===== config.mk =====
export PLATFORM = sky130hd
export DESIGN_NAME = vop2_issue_ctrl
export DESIGN_NICKNAME = d
export VERILOG_FILES = /design/src/rtl/vop2_issue_ctrl.sv
export SDC_FILE = /design/constraint.sdc
export NUM_CORES = 1
export LEC_CHECK = 0
export CORE_MARGIN = 8
export CORE_UTILIZATION = 48
export CTS_CLUSTER_DIAMETER = 100
export DETAILED_ROUTE_END_ITERATION = 12
export GPL_TIMING_DRIVEN = 0
export PLACE_DENSITY = 0.78
export SLEW_MARGIN = 5
export SYNTH_ARGS = -nofsm -noshare
export SYNTH_HDL_FRONTEND = slang
export SYNTH_SLANG_ARGS = --single-unit

===== constraint.sdc =====
create_clock -name clk -period 2.2 [get_ports clk]
set_input_delay 0.33 -clock clk [delete_from_list [all_inputs] [get_ports clk]]
set_output_delay 0.33 -clock clk [all_outputs]
set_load 0.02 [all_outputs]

===== src/rtl/vop2_issue_ctrl.sv =====
// vop2_issue_ctrl: sequences one VOP2 instruction at a time through operand
// reads, ALU issue, latency wait and VGPR writeback. Wave64 instructions run
// as two wave32 halves (low half first). Every cycle of a half costs the same
// number of clocks, so the second half starts one turnaround cycle after the
// first writeback, just as a new instruction would after IDLE.
//
// Handshake: an instruction transfers on a rising clk edge where
// inst_valid && inst_ready. inst_ready is high only while IDLE. The issuer
// keeps inst_valid and the instruction stable until that edge. While busy,
// inst_valid is ignored.
module vop2_issue_ctrl #(
  parameter int ALU_LATENCY = 4,
  parameter int WID_W       = 4
) (
  input  logic             clk,
  input  logic             rst,
  input  logic             inst_valid,
  output logic             inst_ready,
  input  logic [31:0]      inst,
  input  logic             inst_wave64,
  input  logic [WID_W-1:0] inst_wid,
  output logic             rf_rd_en,
  output logic [7:0]       rf_rd_addr,
  output logic             rf_rd_sel,
  output logic             rf_rd_half,
  output logic             alu_issue,
  output logic [5:0]       alu_op,
  output logic             alu_src0_vgpr,
  output logic [8:0]       alu_src0_code,
  output logic             alu_half,
  output logic             wb_en,
  output logic [7:0]       wb_addr,
  output logic             wb_half,
  output logic [WID_W-1:0] wb_wid,
  output logic             busy,
  output logic             illegal,
  output logic [2:0]       dbg_state
);

  typedef enum logic [2:0] {
    S_IDLE = 3'd0,
    S_RD0  = 3'd1,
    S_RD1  = 3'd2,
    S_EXEC = 3'd3,
    S_WAIT = 3'd4,
    S_WB   = 3'd5,
    S_NEXT = 3'd6   // turnaround between wave64 halves
  } state_t;

  localparam logic [3:0] LAT_M1 = 4'(ALU_LATENCY - 1);

  state_t           state, state_n;
  logic [3:0]       cnt, cnt_n;
  logic             half, half_n;
  logic [5:0]       op_q;
  logic [7:0]       vdst_q, vsrc1_q;
  logic [8:0]       src0_q;
  logic             w64_q;
  logic [WID_W-1:0] wid_q;

  logic             hs, bad;
  logic [5:0]       op_n;
  logic [7:0]       vdst_n, vsrc1_n;
  logic [8:0]       src0_n;
  logic [WID_W-1:0] wid_n;

  assign hs  = inst_valid && inst_ready;
  // Bit 31 set is a different encoding; 3E/3F opcodes belong to VOPC/VOP1.
  assign bad = inst[31] || (inst[30:25] == 6'h3E) || (inst[30:25] == 6'h3F);

  // Field values as they will be once this edge completes.
  assign op_n    = hs ? inst[30:25] : op_q;
  assign vdst_n  = hs ? inst[24:17] : vdst_q;
  assign vsrc1_n = hs ? inst[16:9]  : vsrc1_q;
  assign src0_n  = hs ? inst[8:0]   : src0_q;
  assign wid_n   = hs ? inst_wid    : wid_q;

  // Next-state, latency counter and lane-half sequencing.
  always_comb begin
    state_n = state;
    cnt_n   = cnt;
    half_n  = half;
    case (state)
      S_IDLE: begin
        half_n = 1'b0;
        if (hs && !bad) state_n = S_RD0;
      end
      S_RD0:  state_n = S_RD1;
      S_RD1:  state_n = S_EXEC;
      S_EXEC: begin
        if (ALU_LATENCY == 1) begin
          state_n = S_WB;
        end else begin
          state_n = S_WAIT;
          cnt_n   = LAT_M1;
        end
      end
      S_WAIT: begin
        cnt_n = cnt - 4'd1;
        if (cnt == 4'd1) state_n = S_WB;
      end
      S_WB: begin
        if (w64_q && !half) begin
          half_n  = 1'b1;
          state_n = S_NEXT;
        end else begin
          half_n  = 1'b0;
          state_n = S_IDLE;
        end
      end
      S_NEXT: state_n = S_RD0;
      default: begin
        state_n = S_IDLE;
        half_n  = 1'b0;
      end
    endcase
  end

  // State, latched fields and all outputs, registered against the next state.
  always_ff @(posedge clk) begin
    if (rst) begin
      state         <= S_IDLE;
      cnt           <= '0;
      half          <= 1'b0;
      op_q          <= '0;
      vdst_q        <= '0;
      vsrc1_q       <= '0;
      src0_q        <= '0;
      w64_q         <= 1'b0;
      wid_q         <= '0;
      inst_ready    <= 1'b0;
      rf_rd_en      <= 1'b0;
      rf_rd_addr    <= '0;
      rf_rd_sel     <= 1'b0;
      rf_rd_half    <= 1'b0;
      alu_issue     <= 1'b0;
      alu_op        <= '0;
      alu_src0_vgpr <= 1'b0;
      alu_src0_code <= '0;
      alu_half      <= 1'b0;
      wb_en         <= 1'b0;
      wb_addr       <= '0;
      wb_half       <= 1'b0;
      wb_wid        <= '0;
      busy          <= 1'b0;
      illegal       <= 1'b0;
      dbg_state     <= S_IDLE;
    end else begin
      state <= state_n;
      cnt   <= cnt_n;
      half  <= half_n;
      if (hs) begin
        op_q    <= op_n;
        vdst_q  <= vdst_n;
        vsrc1_q <= vsrc1_n;
        src0_q  <= src0_n;
        w64_q   <= inst_wave64;
        wid_q   <= wid_n;
      end
      inst_ready    <= (state_n == S_IDLE);
      busy          <= (state_n != S_IDLE);
      illegal       <= hs && bad;
      rf_rd_en      <= ((state_n == S_RD0) && src0_n[8]) || (state_n == S_RD1);
      rf_rd_addr    <= (state_n == S_RD1) ? vsrc1_n :
                       ((state_n == S_RD0) && src0_n[8]) ? src0_n[7:0] : 8'd0;
      rf_rd_sel     <= (state_n == S_RD1);
      rf_rd_half    <= half_n;
      alu_issue     <= (state_n == S_EXEC);
      alu_op        <= (state_n != S_IDLE) ? op_n : 6'd0;
      alu_src0_vgpr <= (state_n != S_IDLE) && src0_n[8];
      alu_src0_code <= (state_n != S_IDLE) ? src0_n : 9'd0;
      alu_half      <= half_n;
      wb_en         <= (state_n == S_WB);
      wb_addr       <= (state_n == S_WB) ? vdst_n : 8'd0;
      wb_half       <= half_n;
      wb_wid        <= (state_n == S_WB) ? wid_n : '0;
      dbg_state     <= state_n;
    end
  end

endmodule


After elaboration in Yosys (flattened, before gate mapping)
Cells that the tools add are included.
Word-level totals
  register bits: 87
  input bits: 40
  output and inout port bits: 49
Operators by class
  reductions and logical operators: 18
  eq/ne operators: 13
  bitwise logic cells: 2
  add/subtract/negate cells: 1
  multiplexer cells: 14
Operator list (count)
  2-to-1 mux 8 bit: 4
  case mux 3 bit (7 select lines): 1
  equality test 3 x 2 -> 1 bit, second input constant: 4
  equality test 3 bit, second input constant: 4
  equality test 6 bit, second input constant: 2
  2-to-1 mux 3 bit: 3
  2-to-1 mux 9 bit: 1
  case mux 4 bit (2 select lines): 1
  equality test 3 x 1 -> 1 bit, second input constant: 2
  logical AND 1 bit: 6
  zero test 3 bit: 2
  2-to-1 mux 6 bit: 1
  OR reduction 5 bit: 1
  equality test 4 x 1 -> 1 bit, second input constant: 1
  2-to-1 mux 4 bit: 1
  OR reduction 2 bit: 2
  subtractor 4 x 1 -> 4 bit, second input constant: 1
  logical OR 1 bit: 3
  nonzero test 3 bit: 1
  zero test 1 bit: 2
  inverter 1 bit: 2
  case mux 1 bit (2 select lines): 1
  nonzero test 2 bit: 1
  2-to-1 mux 1 bit: 1

Longest topological paths before layout
  word-level depth: 11
  gate-level depth with buffers: 7

Worst setup path after synthesis
Ideal clock, no wire load.
  kind: register to register
  start: register state[1]
  end: register alu_src0_code[4]
  clock period less this slack: 1.747 ns
  path slack: 0.453 ns
  stages on the path, launching flop included: 8
  setup time: 0.134 ns
  required time: 2.066 ns
  path buffers: 3
  arrival: 1.613 ns
  path through: dfxtp_1 buf_2 nand2b_1 a21o_1 and2_0 clkbuf_1 clkbuf_1 a21boi_0
Between the ends
  cells in the longest elaborated chain, start to end: 5
  elaborated cells on any way between the ends: 13
RTL lines
  start: declaration: RTL line 52  | state_t state, state_n;
  start signal: assignment: RTL line 149  | state <= state_n;
  equality test 3 bit (tied with other cells): RTL line 83  | case (state)
  case mux 3 bit (7 select lines) *: RTL line 83
  nonzero test 3 bit *: RTL line 171  | alu_src0_code <= (state_n != S_IDLE) ? src0_n : 9'd0;
  inverter 1 bit (no source line) *
  OR reduction 2 bit (no source line) *
  end signal: assignment: RTL line 171
  end: declaration: RTL line 29  | output logic [8:0] alu_src0_code,
Mark *: on every way between the ends. The rest lies on a longest branch, timed or not.
A chain may end at the register's enable or synchronous reset.

Final worst setup path
  start: register state[1]
  end: register alu_src0_code[6]
The elaborated chain is that of the path after synthesis.

==> run_results.csv <==
group,metric,value,unit
outcome,status,"complete, no violations",
power,leakagePower,1.559,nW
global_route,grt_max_degree,17,
critical_path,crit_chain,"buf_2 -> nand2b_1 -> a21o_1 -> and2_0 -> clkbuf_1 -> clkbuf_1 -> a21boi_0",
logic_synthesis,netlist_instances,319,
placement,placed_area,4247,sq um
logic_synthesis,avgSynthCellArea,10.27,sq um
placement,gp_congestion,0.8250,
placement,numPortBuffers,87,
layout,multi_input_area,1364,sq um
critical_path,max_stage_delay,330,ps
power,pwr-share-clk,0.308,
clock_tree,post_cts_buffers,0,
power,finalPower,3.361,mW
hold_path,min_path_cells,2,
sta,tns,0,ps
routing,viasPerCell,5.185,
routing,first_pass_iters,4,
power,power_density,759.3,nW/um^2
routing,dr.first_iter.drc_count,162,
die,rows,30,
die,die_x,98.61,microns
clock_tree,cts_buffer_depth,2,
die,floorplan.initialDensity,0.4903,
clock_tree,cts_tree,"done",
sta,setup_viol,0,
sta,fin_crit,1947,ps
logic_synthesis,ys_ff_latch,87,
die,die_area,9724,sq um
power,sw_frac_of_total,0.2940,
critical_path,arrival,2170,ps
global_route,grt_util_all_layers,0.1667,
hold_path,min_path_type,"in2reg",
sta,tightest_slew,723.4,ps
critical_path,required,2430,ps
power,ir_drop,0.3889,mV
clock_tree,cts_root_buf,"clkbuf_8",
clock_tree,cts_made_buffers,9,
power,internal-power,2.373,mW
critical_path,path_depth,7,
global_route,grt_pass1_wl,13040,microns
sta,maxSlewViolCount,0,
global_route,grt_pass1_vias,2645,
critical_path,end_kind,"register",
layout,drive_gt1_frac,0.1303,
clock_tree,clk_pin_slew,90,ps
global_route,globalRouteOverflowTotal,0,
clock_tree,clk_latency,360,ps
critical_path,critPathBufInv,3,
power,sequentialPowerShare,0.501,
power,combinationalPowerShare,0.191,
logic_synthesis,synth.yosys.seq_area_share,0.5317,
critical_path,r2r_cells,7,
clock_tree,htree_levels,3,
layout,utilization,0.6625,
critical_path,start_kind,"register",
logic_synthesis,synthDistinctLibCells,37,
logic_synthesis,synth_fp_nets,361,
layout,final_nets,459,
sta,fin_crit_sh,0.8850,
die,num_io_pins,89,
placement,hpwl,5956,microns
logic_synthesis,yosys_warnings,0,
critical_path,cp_top_family,"buffers and inverters",
clock_tree,cts_resized,0,
critical_path,critPathMostFrequentCell,"clkbuf_1",
layout,final_cell_area,4427,sq um
global_route,antenna_found_initial,0,
clock_tree,cts-hold-fix-buffers,0,
sta,hold_viol_final,0,
die,core_area,6681,sq um
sta,rsz0062_at_grt,"false",
critical_path,critPathSlowestCell,"dfxtp_1",
layout,antenna_cells,0,
sta,fmax,0.5136,GHz
routing,drc,0,
layout,synthToLayoutAreaGrowth,35.14,%
layout,ff_latch_area,1742,sq um
routing,final_antenna_net_count,0,
sta,whs,423.1,ps
layout,fillers,554,
clock_tree,clock-sinks,87,
critical_path,crit_path_max_fanout,10,
routing,avgRoutedWirePerCell,15.66,microns
logic_synthesis,synth_area,3276,sq um
power,p_switching,0.9882,mW
routing,vias,2603,
sta,fin_skew,12.23,ps
run,drv_cap,0,
critical_path,crit_type,"reg2reg",
die,die_y,98.61,microns
routing,wirelength,7860,microns
sta,relSlewSlack,0.5177,
[through the flow]
step | cells | setup slack (ps)
floorplan | 319 | 453.3
CTS | 502 | 236.6
global route | 502 | 75.68
detailed placement | 486 | -139.0
finish | 502 | 252.9
global placement | 486 | -145.8
[path summary, 6_finish.rpt]
check | startpoint | to | slack [ps]
worst max-delay path | state[1] | alu_src0_code[6] | 250
worst min-delay path | rst | src0_q[0] | 420
worst max register to register | state[1] | alu_src0_code[6] | 250
worst min register to register | w64_q | w64_q | 460
[sequential cells by signal, summed over array words and instances, names as in the netlist]
signal,cells
alu_op,6
cnt,4
state,3
rf_rd_sel,1
rf_rd_en,1
vsrc1_q,8
half,1
wb_en,1
wb_wid,4
busy,1
op_q,6
illegal,1
wb_addr,8
alu_src0_vgpr,1
rf_rd_addr,8
w64_q,1
src0_q,9
vdst_q,8
alu_src0_code,9
alu_issue,1
inst_ready,1
wid_q,4
[worst register-to-register path: cells and delay by family (launching register included)]
family          cells  cell delay [ps]
flops               1              330
compound gates      2              300
simple gates        2              390
buf+inv             3              810
[synthesized netlist by cell type]
cell type,instances,area (sq um)
nand2b_1,12,75.07
nor4_2,10,125.1
a21o_1,2,15.01
nand3_1,9,45.04
or4_4,1,11.26
nor2_1,25,93.84
and2_0,1,6.260
nor2b_1,3,18.77
o22a_4,1,17.52
buf_4,8,60.06
nand2_1,19,71.32
ha_1,2,25.02
a211oi_1,1,7.510
nor4_1,2,12.51
buf_6,2,22.52
o21bai_2,1,11.26
xnor2_1,1,8.760
dfxtp_1,87,1742
buf_1,1,3.750
a311oi_1,1,8.760
and2_1,3,18.77
and3_1,2,12.51
a31o_2,2,17.52
buf_2,4,20.02
mux2i_1,28,280.3
o21ai_0,3,15.01
nor3b_1,2,15.01
nor3_1,5,25.02
a21bo_2,9,90.09
nand4_1,8,50.05
mux2_2,1,11.26
clkbuf_1,14,52.55
a21boi_0,16,120.1
a31oi_1,1,6.260
a21oi_1,26,130.1
o22ai_1,3,18.77
inv_1,3,11.26
[logic make-up after synthesis]
family | after synthesis | synth area share
and+or+nand+nor | 102 | 0.1772
DFF | 87 | 0.5317
AOI/OAI and AO/OA | 66 | 0.1398
buffers and inverters | 32 | 0.05195
muxes | 29 | 0.08900
adders and majority gates | 2 | 0.007638
xor gates and xnor gates | 1 | 0.002674
[routing by layer]
metal	wire, microns	share of wire	GRT usage
met5	0	0	0
met4	120	0.015	0.06848
met3	672	0.085	0.06695
met2	3495	0.44	0.2643
met1	3571	0.45	0.1956
[area by class of cell]
class | instances | area share
flip-flops and latches | 87 | 0.3934
clock inverters | 7 | 0.01272
inverters | 3 | 0.002544
clock buffers | 9 | 0.02798
multi-input cells | 200 | 0.3081
plain buffers | 29 | 0.03590
repair buffers | 87 | 0.1967
well taps | 80 | 0.02261
[power by group through the flow]
stage                     clock network (mW)  logic (mW)  registers (mW)
final                                   1.04       0.641            1.68
after global routing                    1.12       0.697            1.69
after CTS                               1.05       0.645            1.69
after detailed placement                   0       0.642            1.72
after global placement                     0       0.634            1.72
after floorplan                            0       0.367            1.76
[layout by cell type (no fill, tap or decap), types with 4 or more instances in the layout]
master           netlist  routed
dfxtp_1               87      87
clkdlybuf4s50_1        0      87
mux2i_1               28      28
a21oi_1               26      26
nor2_1                25      25
nand2_1               19      19
a21boi_0              16      16
clkbuf_1              14      14
nand2b_1              12      12
nor4_2                10      10
nand3_1                9       9
a21bo_2                9       9
clkbuf_8               0       9
buf_4                  8       8
nand4_1                8       8
nor3_1                 5       5
buf_2                  4       4
Power figures use the tool's default switching activity.
